==> src/rtl/pipe_stall_ctrl_pkg.sv <==
// pipe_stall_ctrl_pkg: state encodings and per-stage control bundles for the stall sequencer
package pipe_stall_ctrl_pkg;
  typedef enum logic [1:0] {
    PSC_RUN     = 2'd0,
    PSC_IC_WAIT = 2'd1,
    PSC_IC_KILL = 2'd2,
    PSC_DC_WAIT = 2'd3
  } psc_state_e;
  typedef struct packed {
    logic pc;
    logic if_id;
    logic id_ex;
    logic ex_mem;
    logic mem_wb;
    logic if_id_flush;
    logic id_ex_flush;
  } ctl_t;
  localparam ctl_t CTL_NONE = 7'b00000_00;
  localparam ctl_t CTL_ALL  = 7'b11111_00;
  localparam ctl_t CTL_LU   = 7'b11000_01;
  localparam ctl_t CTL_ICM  = 7'b10000_10;
  localparam ctl_t CTL_BR   = 7'b00000_11;
endpackage

==> src/rtl/pipe_stall_ctrl_watchdog.sv <==
// stall_watchdog: counts consecutive fill-wait cycles and latches a sticky timeout flag
module stall_watchdog #(
  parameter int unsigned TIMEOUT_CYCLES = 1024
) (
  input  logic clk,
  input  logic rst_n,
  input  logic clr,
  input  logic inc,
  output logic err_timeout
);
  logic [31:0] wait_cnt;
  always_ff @(posedge clk or negedge rst_n) begin
    if (!rst_n) begin
      wait_cnt    <= '0;
      err_timeout <= 1'b0;
    end else begin
      wait_cnt <= clr ? '0 : (inc && wait_cnt != '1) ? wait_cnt + 32'd1 : wait_cnt;
      if (TIMEOUT_CYCLES != 0 && inc && wait_cnt == TIMEOUT_CYCLES - 1) err_timeout <= 1'b1;
    end
  end
endmodule

==> src/rtl/pipe_stall_ctrl.sv <==
// pipe_stall_ctrl: merges cache misses, load-use and branch redirects into per-stage stall/flush
module pipe_stall_ctrl
  import pipe_stall_ctrl_pkg::*;
#(
  parameter int unsigned TIMEOUT_CYCLES = 1024,
  parameter int          CNT_WIDTH      = 32
) (
  input  logic                 clk,
  input  logic                 rst_n,
  input  logic                 dc_miss,
  input  logic                 dc_ready,
  input  logic                 ic_miss,
  input  logic                 ic_ready,
  input  logic                 lu_hazard,
  input  logic                 ex_branch_taken,
  output logic                 PC_Stall,
  output logic                 IF_ID_Stall,
  output logic                 ID_EX_Stall,
  output logic                 EX_MEM_Stall,
  output logic                 MEM_WB_Stall,
  output logic                 IF_ID_Flush,
  output logic                 ID_EX_Flush,
  output logic [CNT_WIDTH-1:0] stall_cycles,
  output logic                 err_timeout
);
  psc_state_e state, state_nxt, ret_state, ret_nxt, eff;
  ctl_t ctl;
  logic dm;
  // On the D-cache release cycle the saved state is decoded as if it were current
  always_comb begin
    eff       = (state == PSC_DC_WAIT) ? ret_state : state;
    dm        = (state != PSC_DC_WAIT) && dc_miss;
    ctl       = CTL_NONE;
    state_nxt = state;
    ret_nxt   = ret_state;
    if (state == PSC_DC_WAIT && !dc_ready) begin
      ctl = CTL_ALL;
    end else if (dm) begin
      ctl       = CTL_ALL;
      ret_nxt   = eff;
      state_nxt = PSC_DC_WAIT;
    end else begin
      case (eff)
        PSC_RUN: begin
          ctl       = ex_branch_taken ? CTL_BR : lu_hazard ? CTL_LU : ic_miss ? CTL_ICM : CTL_NONE;
          state_nxt = !ic_miss ? PSC_RUN : ex_branch_taken ? PSC_IC_KILL : PSC_IC_WAIT;
        end
        PSC_IC_WAIT: begin
          ctl       = ex_branch_taken ? CTL_BR : lu_hazard ? CTL_LU : ic_ready ? CTL_NONE : CTL_ICM;
          state_nxt = ic_ready ? PSC_RUN : ex_branch_taken ? PSC_IC_KILL : PSC_IC_WAIT;
        end
        default: begin
          ctl       = CTL_ICM;
          state_nxt = ic_ready ? PSC_RUN : PSC_IC_KILL;
        end
      endcase
    end
  end
  always_ff @(posedge clk or negedge rst_n) begin
    if (!rst_n) begin
      state     <= PSC_RUN;
      ret_state <= PSC_RUN;
    end else begin
      state     <= state_nxt;
      ret_state <= ret_nxt;
    end
  end
  assign {PC_Stall, IF_ID_Stall, ID_EX_Stall, EX_MEM_Stall, MEM_WB_Stall, IF_ID_Flush, ID_EX_Flush} =
    rst_n ? ctl : CTL_NONE;
  always_ff @(posedge clk or negedge rst_n) begin
    if (!rst_n) stall_cycles <= '0;
    else if (PC_Stall && stall_cycles != '1) stall_cycles <= stall_cycles + 1'b1;
  end
  stall_watchdog #(.TIMEOUT_CYCLES(TIMEOUT_CYCLES)) u_wdog (
    .clk         (clk),
    .rst_n       (rst_n),
    .clr         (state_nxt == PSC_RUN),
    .inc         (state != PSC_RUN),
    .err_timeout (err_timeout)
  );
endmodule

==> config.mk <==
export PLATFORM = sky130hd
export DESIGN_NAME = pipe_stall_ctrl
export DESIGN_NICKNAME = d
export VERILOG_FILES = /design/src/rtl/pipe_stall_ctrl_pkg.sv /design/src/rtl/pipe_stall_ctrl_watchdog.sv /design/src/rtl/pipe_stall_ctrl.sv
export SDC_FILE = /design/constraint.sdc
export NUM_CORES = 1
export LEC_CHECK = 0
export ABC_AREA = 1
export CAP_MARGIN = 20
export CORE_UTILIZATION = 53
export DETAILED_ROUTE_END_ITERATION = 8
export GPL_TIMING_DRIVEN = 0
export PLACE_DENSITY = 0.81
export SLEW_MARGIN = 5
export SYNTH_ARGS = -nofsm -noshare
export SYNTH_HDL_FRONTEND = slang
export SYNTH_SLANG_ARGS = --single-unit
==> constraint.sdc <==
create_clock -name clk -period 1.75 [get_ports clk]
set_input_delay 0.525 -clock clk [delete_from_list [all_inputs] [get_ports clk]]
set_output_delay 0.525 -clock clk [all_outputs]
set_load 0.05 [all_outputs]
==> results.md, run 1 <==
- Cell Area, Synth: 0.00491 mm^2
- Ranking of synthesized cells by area: dfrtp_1 35%, nand2_1 24%, nor2_1 8.2%
- Port bufs: 47
- Avg Cell Area, Syn: 6.60 um^2
- Synth top area share: 0.352
- Largest net degree at the start of global routing: 36
- # Max-Cap Violations: 0
- Overflow after GRT: 0
- Row count: 34
- Total Routing Usage GR: 0.298
- Via/cell ratio: 5.44
- Initial Util: 0.555
- Setup TNS: -3.63 ns
- Worst Hold Class: input pin to asynchronous set/reset pin
- WHS: -0.00436 ns
- Synthesized Nets: 754
- Clock H-tree levels: 3
- Critical Path Fanout Max: 6
- Critical Path Sink Type: output port
- Global-route wire length before repair: 22800 um
- Status: complete, but fails checks
- Core area: 0.00885 mm^2
- Final hold viol count: 3
- Final worst slack: -0.475 ns
- First-pass DRT Iterations: 7
- Failing checks: hold timing, setup timing
- Setup violations, final: 48
- DRC violations left: 0
- CTS tree: done
- Initial antenna violation count: 0
- Flops & latches, synth: 69
- Synth Flop Type: dfrtp_1
- Fin nets: 853
- Post-DP HPWL: 9850 um
- Reg2Reg Depth: 12
- PD cells: 999 mW/mm^2
- Async SR Flop Fraction: 1.00
- Final Critical Period: 2.23 ns
- Post-synthesis cell count: 744
- Routed Antenna Nets: 0
- Die X: 98.2 um
- Root Driver: clkbuf_8
- Initial drt markers: 290
- EDFF count, synth: 0
- Placed cell area: 0.00564 mm^2
- Drt total wl: 14600 um
- Vias in the first global route: 4924
- Worst Clk Skew: 0.0118 ns
- Seq/Total Area, Yosys: 0.352
- Slew headroom: 0.679
- I/O pin cnt: 48
- Final GP Congestion: 0.948
- Area growth from synthesis to layout: 31.0%
- Antenna cells: 0
- Synth warn: 0
- Vias: 5197
- Wire length per cell: 15.3 um
- Max Clk Rate: 449 MHz
- Critical Path Slowest Stage Cell: dfrtp_2
- Worst endpoint required time: 1.22 ns
- Share of cells above drive strength 1: 0.256
- Crit Path Class: flip-flop to output port
- Slew Limit Fails: 0
- Clock transition at path regs: 0.08 ns
- Util after Layout: 0.727
- Most frequent cells in the layout: 303 x nand2_1, 95 x nor2_1, 56 x nand3_1, 50 x inv_1, 41 x dfrtp_1
- Crit path launch type: flip-flop
- Largest area contributor in the netlist: dfrtp_1
- Clk sinks: 69
- Peak supply drop: 1.03 mV
- RSZ-0062 raised after global routing: yes
- Clock Path Buffers: 2
- CTS Buf Count: 9
- P_leak: 3.06 nW
- Die ar.: 0.00965 mm^2
- Leading cell type in the layout, fill and taps excluded: nand2_1
- Crit path cell chain: inv_2 -> o21ai_4 -> o21ai_2 -> nor2_2 -> nand2_2 -> nand2_4 -> clkinvlp_4 -> buf_6
- Post-route cell area: 0.00643 mm^2
- Synth unique cells: 31
- Worst Path Arrival: 1.70 ns
- Worst Tran Pin Value: 0.484 ns
- Worst-Skew Late Latency: 0.36 ns
- Die Span Y: 98.2 um
- Slowest stage delay, CP: 0.49 ns
- Fin crit share: 1.27
cells by family (layout without fill, tap and decap cells):
| logic type | Yosys count | count (layout) | synth area share |
|---|---|---|---|
| AOI/OAI and AO/OA | 15 | 15 | 0.0206 |
| xor gates and xnor gates | 40 | 40 | 0.0714 |
| and+or+nand+nor | 537 | 537 | 0.477 |
| buffers and inverters | 81 | 185 | 0.0744 |
| adders and majority gates | 2 | 2 | 0.00510 |
| DFF | 69 | 69 | 0.352 |
per-stage QoR:
step / total power [mW] / hold WS, ns / cells / setup slack (ns)
after floorplan: 3.62 / 0.229 / 744 / -0.169
after global placement: 4.26 / 0.472 / 899 / -4.26
after detailed placement: 4.33 / 0.477 / 900 / -1.42
after CTS: 5.95 / 0.00134 / 931 / -0.468
after global routing: 6.69 / 0.00139 / 956 / -0.512
final: 6.43 / -0.00436 / 956 / -0.475
metal layers:
metal / part of all wire / GRT usage / up-vias / routed length [um]
met5: 0 / 0 / - / 0
met4: 0.030 / 0.126 / 0 / 441
met3: 0.056 / 0.0429 / 42 / 812
met2: 0.50 / 0.509 / 202 / 7330
met1: 0.41 / 0.378 / 2433 / 6010
li1: - / - / 2520 / -
report_power, final:
| part | internal [mW] | total, mW | switching, mW |
|---|---|---|---|
| clock | 0.513 | 1.21 | 0.692 |
| sequential | 1.74 | 1.98 | 0.235 |
| combinational | 1.28 | 3.25 | 1.97 |
| total | 3.53 | 6.43 | 2.89 |
state kept, by name (all words and copies together), names as in the netlist:
signal and cells:
stall_cycles 32, state 2, u_wdog.wait_cnt 32, u_wdog.err_timeout 1, ret_state 2
final cells by class:
type | instances | area [um^2]
repair buffers | 88 | 848
well taps | 108 | 135
fillers | 711 | 2410
clock inverters | 6 | 40.0
multi-input cells | 594 | 3080
flip-flops and latches | 69 | 1760
clock buffers | 10 | 128
inverters | 61 | 239
plain buffers | 20 | 205
what timing repair did:
| action | 4_1_cts | 5_1_grt |
|---|---|---|
| endpoints found under the hold margin | 0 | 2 |
| hold buffers | 0 | 1 |
| setup buffers | 14 | 23 |
| endpoints found under the setup margin | 103 | 84 |
| gates resized for setup | 190 | 87 |
| cloned | 1 | 2 |
| pin swaps | 10 | 16 |
cell usage after synthesis (2+ instances only):
| master | n |
|---|---|
| nand3_1 | 61 |
| xnor2_1 | 16 |
| o21bai_1 | 3 |
| nand2_4 | 3 |
| inv_2 | 6 |
| nand2_1 | 314 |
| ha_1 | 2 |
| buf_2 | 10 |
| nor3_1 | 2 |
| nand3_2 | 12 |
| nor2_1 | 107 |
| a22oi_1 | 2 |
| nor2_2 | 4 |
| nand2_2 | 2 |
| nand3b_1 | 17 |
| xor2_1 | 24 |
| buf_6 | 4 |
| dfrtp_1 | 69 |
| nor4_1 | 6 |
| nor2_8 | 2 |
| inv_1 | 55 |
| o21ai_2 | 2 |
| a21oi_1 | 3 |
| buf_4 | 5 |
| nand4_1 | 6 |
| o21ai_0 | 2 |
worst paths after layout:
check | startpoint | slack [ns] | end
min | rst_n | -0.004 | u_wdog.wait_cnt[13]$_DFFE_PN0P_
max in group asynchronous | rst_n | 0.97 | u_wdog.wait_cnt[26]$_DFFE_PN0P_
max reg2reg | state[0]$_DFF_PN0_ | -0.03 | u_wdog.wait_cnt[21]$_DFFE_PN0P_
max | state[0]$_DFF_PN0_ | -0.48 | PC_Stall
min in group clk | u_wdog.err_timeout$_DFFE_PN0P_ | 0.49 | u_wdog.err_timeout$_DFFE_PN0P_
min reg2reg | u_wdog.err_timeout$_DFFE_PN0P_ | 0.49 | u_wdog.err_timeout$_DFFE_PN0P_
critical path, delay by kind of cell, from the launching register on:
family / cells / cell delay, ns
AND/OR/NAND/NOR: 3 / 0.30
flip-flops: 1 / 0.49
buffers and inverters: 3 / 0.32
AO/OA/AOI/OAI: 2 / 0.23
(Power assumes the default switching activity.)
==> run 2: changes to the inputs <==
- SLEW_MARGIN: 5 -> 40
- SYNTH_HIERARCHICAL: not set -> 1
==> results.md, run 2 <==
- Wire length per cell: 15.4 um
- Die Span Y: 98.8 um
- Status: complete, but fails checks
- Initial drt markers: 391
- Antenna cells: 0
- Count leader, synth: nand2_1
- Final worst slack: -0.507 ns
- Drt total wl: 15200 um
- Die ar.: 0.00977 mm^2
- Final GP Congestion: 0.984
- Slowest stage delay, CP: 0.49 ns
- Core area: 0.00889 mm^2
- Final Critical Period: 2.26 ns
- Ranking of synthesized cells by area: dfrtp_1 35%, nand2_1 25%, nor2_1 8.5%
- Buf/Inv on CP: 4
- WHS: -0.00774 ns
- Crit-path most repeated cell: buf_6
- Area growth from synthesis to layout: 27.2%
- PD cells: 1060 mW/mm^2
- CTS tree: done
- Leading cell type in the layout, fill and taps excluded: nand2_1
- Vias: 5503
- Synth top cells by count: 325 x nand2_1, 112 x nor2_1, 69 x dfrtp_1, 66 x inv_1, 58 x nand3_1
- FF-to-FF End: u_wdog/wait_cnt[3]$_DFFE_PN0P_
- Synth Flop Type: dfrtp_1
- Vias in the first global route: 5055
- Total Routing Usage GR: 0.320
- Routed Antenna Nets: 0
- Largest area contributor in the netlist: dfrtp_1
- DRC violations left: 0
- First-pass DRT Iterations: 6
- Worst Path Arrival: 1.73 ns
- I/O pin cnt: 48
- Worst Hold Class: input pin to asynchronous set/reset pin
- Post-synthesis cell count: 784
- Critical Path Fanout Max: 6
- Top Family by Delay on Critical Path: flip-flops
- Worst Tran Pin Value: 0.633 ns
- # Max-Cap Violations: 0
- Fin crit share: 1.29
- CTS Buf Count: 9
- Reg2Reg Setup Slack: -0.10 ns
- Clock Path Buffers: 2
- Most frequent cells in the layout: 316 x nand2_1, 100 x nor2_1, 61 x inv_1, 56 x nand3_1, 52 x dfrtp_1
- Slew headroom: 0.578
- Critical Path Slowest Stage Cell: dfrtp_2
- Critical Path Sink Type: output port
- Port bufs: 47
- Worst endpoint required time: 1.22 ns
- Share of cells above drive strength 1: 0.219
- Root Driver: clkbuf_8
- Via/cell ratio: 5.56
- Synth unique cells: 34
- Reg2Reg Depth: 12
- Initial antenna violation count: 0
- EDFF count, synth: 0
- Flops & latches, synth: 69
- Max Clk Rate: 443 MHz
- Setup violations, final: 62
- Initial Util: 0.559
- Async SR Flop Fraction: 1.00
- Crit Path Class: flip-flop to output port
- P_leak: 2.90 nW
- Seq/Total Area, Yosys: 0.347
- Synthesized Nets: 794
- Row count: 34
- Crit path launch type: flip-flop
- Util after Layout: 0.711
- Tot Pwr: 6.68 mW
- Fin nets: 886
- Cell Area, Synth: 0.00497 mm^2
- Clock H-tree levels: 3
- Global-route wire length before repair: 24600 um
- Synth top area share: 0.347
- Clock transition at path regs: 0.09 ns
- Worst Clk Skew: 0.0176 ns
- Failing checks: hold timing, setup timing
- Synth warn: 6
- Overflow after GRT: 0
- Fill cells: 764
- Post-DP HPWL: 10900 um
- Worst-Skew Late Latency: 0.36 ns
- Crit path cell chain: nand2_2 -> nor2_2 -> nor2_4 -> buf_6 -> nand3_4 -> buf_6 -> nand2_4 -> clkinvlp_4 -> buf_8
- Avg Cell Area, Syn: 6.34 um^2
- RSZ-0062 raised after global routing: yes
- Final hold viol count: 2
- Slew Limit Fails: 0
- Critical R2R Launch: u_wdog/wait_cnt[1]$_DFFE_PN0P_
- Largest registers: stall_cycles x32, u_wdog/wait_cnt x32
- Peak supply drop: 1.03 mV
- Largest net degree at the start of global routing: 43
- Die X: 98.8 um
- Clk sinks: 69
[run 2: area by class of cell]
cell class	count	area, um^2	area share
tap	108	135	0.0214
buffer	23	203	0.0321
sequential	69	1750	0.277
inverter	70	289	0.0457
timing repair buffer	81	716	0.113
multi-input combinational	622	3020	0.478
clock inverter	6	70.1	0.0111
clock buffer	10	138	0.0218
[run 2: how the worst max path moves through the flow]
stage	start	end	depth (start not counted)
after floorplan	dc_miss	ID_EX_Flush	5
after global placement	rst_n	PC_Stall	6
after detailed placement	dc_miss	PC_Stall	9
after CTS	state[0]$_DFF_PN0_	ID_EX_Flush	6
after global routing	state[1]$_DFF_PN0_	PC_Stall	9
final	state[1]$_DFF_PN0_	PC_Stall	9
[run 2: stage by stage]
stage / setup TNS (ns) / std cells / instance area, um^2 / worst slack, ns
floorplan: -2.47 / 784 / 5110 / -0.284
global placement: -301.92 / 939 / 5720 / -4.01
detailed placement: -56.53 / 940 / 5740 / -1.47
CTS: -6.41 / 982 / 6210 / -0.510
global route: -13.32 / 989 / 6320 / -0.577
finish: -5.30 / 989 / 6320 / -0.507
[run 2: power breakdown]
part	switching, mW	internal, mW	total (mW)
combinational	1.91	1.29	3.20
clock	0.673	0.707	1.38
sequential	0.287	1.82	2.10
total	2.87	3.81	6.68
[run 2: logic make-up (layout without fill, tap and decap cells)]
logic type,after synthesis,after routing,share of synthesized area
AND/OR/NAND/NOR,570,570,0.496
buffers and inverters,93,190,0.0818
flip-flops,69,69,0.347
AO/OA/AOI/OAI,28,28,0.0310
XOR/XNOR,22,22,0.0388
adder cells (fa/ha/maj),2,2,0.00503
[run 2: layer usage]
layer  global-route usage  wire length [um]  vias up
li1                     -                 -     2663
met1                0.467              6860     2578
met2                0.504              6850      240
met3               0.0376              1350       22
met4               0.0815               168        0
met5                    0                 0        -
[run 2: timing repair]
item,in CTS,in global routing
gates resized for setup,201,50
hold endpoints to repair,0,0
hold buffers,0,0
buffers inserted,26,6
gates cloned,0,1
pin swaps,14,4
endpoints found under the setup margin,102,83
==> run 3: changes to the inputs <==
- CAP_MARGIN: 20 -> not set
- CORE_UTILIZATION: 53 -> 54
- CTS_BUF_LIST: not set -> sky130_fd_sc_hd__clkbuf_2 sky130_fd_sc_hd__clkbuf_4 sky130_fd_sc_hd__clkbuf_8
- PLACE_DENSITY: 0.81 -> 0.82
==> results.md, run 3 (synthesis results as in run 2) <==
- Initial drt markers: 475
- RSZ-0062 raised after global routing: yes
- Post-route cell area: 0.00640 mm^2
- Setup violations, final: 71
- Crit path launch type: input pin
- Worst endpoint required time: 1.22 ns
- Initial antenna violation count: 0
- Crit-path most repeated cell: buf_8
- Tot Pwr: 6.98 mW
- Largest registers: stall_cycles x32, u_wdog/wait_cnt x32
- Max Clk Rate: 423 MHz
- Status: complete, but fails checks
- Initial Util: 0.565
- Post-Place Cells: 940
- Placed cell area: 0.00574 mm^2
- PD cells: 1090 mW/mm^2
- Share of cells above drive strength 1: 0.192
- Clock H-tree levels: 3
- Total Routing Usage GR: 0.338
- Critical Path Fanout Max: 2
- Largest net degree at the start of global routing: 23
- Slowest stage delay, CP: 0.44 ns
- Worst Hold Class: input pin to asynchronous set/reset pin
- Fin crit share: 1.35
- CTS Buf Count: 9
- Die ar.: 0.00959 mm^2
- Die Span Y: 97.9 um
- Wire length per cell: 16.5 um
- Area growth from synthesis to layout: 28.7%
- Clock Path Buffers: 2
- Util after Layout: 0.726
- Row count: 34
- P_leak: 2.96 nW
- Critical Path Sink Type: output port
- Final worst slack: -0.615 ns
- Clock transition at path regs: 0.08 ns
- Routed Antenna Nets: 0
- Die X: 97.9 um
- Final GP Congestion: 0.957
- Peak supply drop: 1.10 mV
- First-pass DRT Iterations: 8
- Final hold viol count: 0
- Final Critical Period: 2.37 ns
- Leading cell type in the layout, fill and taps excluded: nand2_1
- Fin nets: 885
- Slew headroom: 0.613
- Drt total wl: 16300 um
- Post-DP HPWL: 11200 um
- Vias in the first global route: 5167
- Core area: 0.00881 mm^2
- Worst-Skew Late Latency: 0.35 ns
- Critical Path Slowest Stage Cell: clkdlybuf4s50_1
- Port bufs: 47
- Clk sinks: 69
- Overflow after GRT: 0
- Fin cells: 988
- Vias: 5657
- Antenna cells: 0
- Most frequent cells in the layout: 320 x nand2_1, 105 x nor2_1, 62 x dfrtp_1, 61 x inv_1, 56 x nand3_1
- Slew Limit Fails: 0
- Root Driver: clkbuf_8
- Failing checks: DRC, setup timing
- Worst Clk Skew: 0.0163 ns
- CTS tree: done
- I/O pin cnt: 48
- Via/cell ratio: 5.73
- # Max-Cap Violations: 0
- Worst Path Arrival: 1.84 ns
- DRC violations left: 3
- Crit path cell chain: clkdlybuf4s50_1 -> inv_1 -> nand2_2 -> nand3_2 -> nand3_4 -> buf_8 -> nand2_4 -> clkinvlp_4 -> buf_8
- Worst Tran Pin Value: 0.579 ns
- Global-route wire length before repair: 25500 um
- Crit Path Class: input pin to output port
-- run 3: where the power goes --
| part | internal (mW) | total (mW) | leakage (nW) | switching [mW] |
|---|---|---|---|---|
| Combinational | 1.38 | 3.38 | 1.92 | 2.01 |
| Sequential | 1.82 | 2.11 | 0.932 | 0.290 |
| Clock | 0.820 | 1.49 | 0.110 | 0.669 |
-- run 3: routing by layer --
layer / track usage / up-vias / share of wire
li1: - / 2664 / -
met4: 0.118 / 0 / 0.021
met2: 0.521 / 304 / 0.45
met5: 0 / - / 0
met1: 0.486 / 2658 / 0.43
met3: 0.0494 / 31 / 0.099
-- run 3: per-stage QoR --
stage          hold slack, ns  TNS (ns)  setup slack, ns
3_5_place_dp            0.412    -58.58            -1.66
3_3_place_gp            0.457   -304.84            -4.05
4_1_cts                0.0951     -8.19           -0.556
5_1_grt                0.0967    -18.56           -0.656
6_report               0.0989    -13.99           -0.615
2_1_floorplan           0.229     -2.47           -0.284
-- run 3: area by class of cell --
class	instances	area, um^2
clock inverters	6	86.3
fillers	725	2410
inverters	70	297
flip-flops and latches	69	1740
clock buffers	10	131
well taps	108	135
multi-input cells	622	2990
plain buffers	23	216
repair buffers	80	803
-- run 3: what timing repair did --
item,in CTS,in global routing
hold buffers,2,0
hold endpoints to repair,15,0
cloned,1,1
setup buffers,13,15
setup endpoints to repair,104,81
pin swaps,11,9
resized for setup,197,43
-- run 3: worst paths after layout --
check / from / end / slack, ns / cells after the start
max in group asynchronous: rst_n / u_wdog/wait_cnt[18]$_DFFE_PN0P_ / 0.65 / 2
setup reg to reg: state[0]$_DFF_PN0_ / u_wdog/wait_cnt[26]$_DFFE_PN0P_ / -0.25 / 13
hold / removal: rst_n / stall_cycles[2]$_DFFE_PN0P_ / 0.1 / 2
min in group clk: u_wdog/err_timeout$_DFFE_PN0P_ / u_wdog/err_timeout$_DFFE_PN0P_ / 0.47 / 2
setup / recovery: ic_miss / PC_Stall / -0.62 / 9
hold reg to reg: u_wdog/err_timeout$_DFFE_PN0P_ / u_wdog/err_timeout$_DFFE_PN0P_ / 0.47 / 2
-- run 3: worst max-delay path, delay by kind of cell --
kind,cells,cell delay [ns]
buf+inv,5,0.95
simple gates,4,0.36
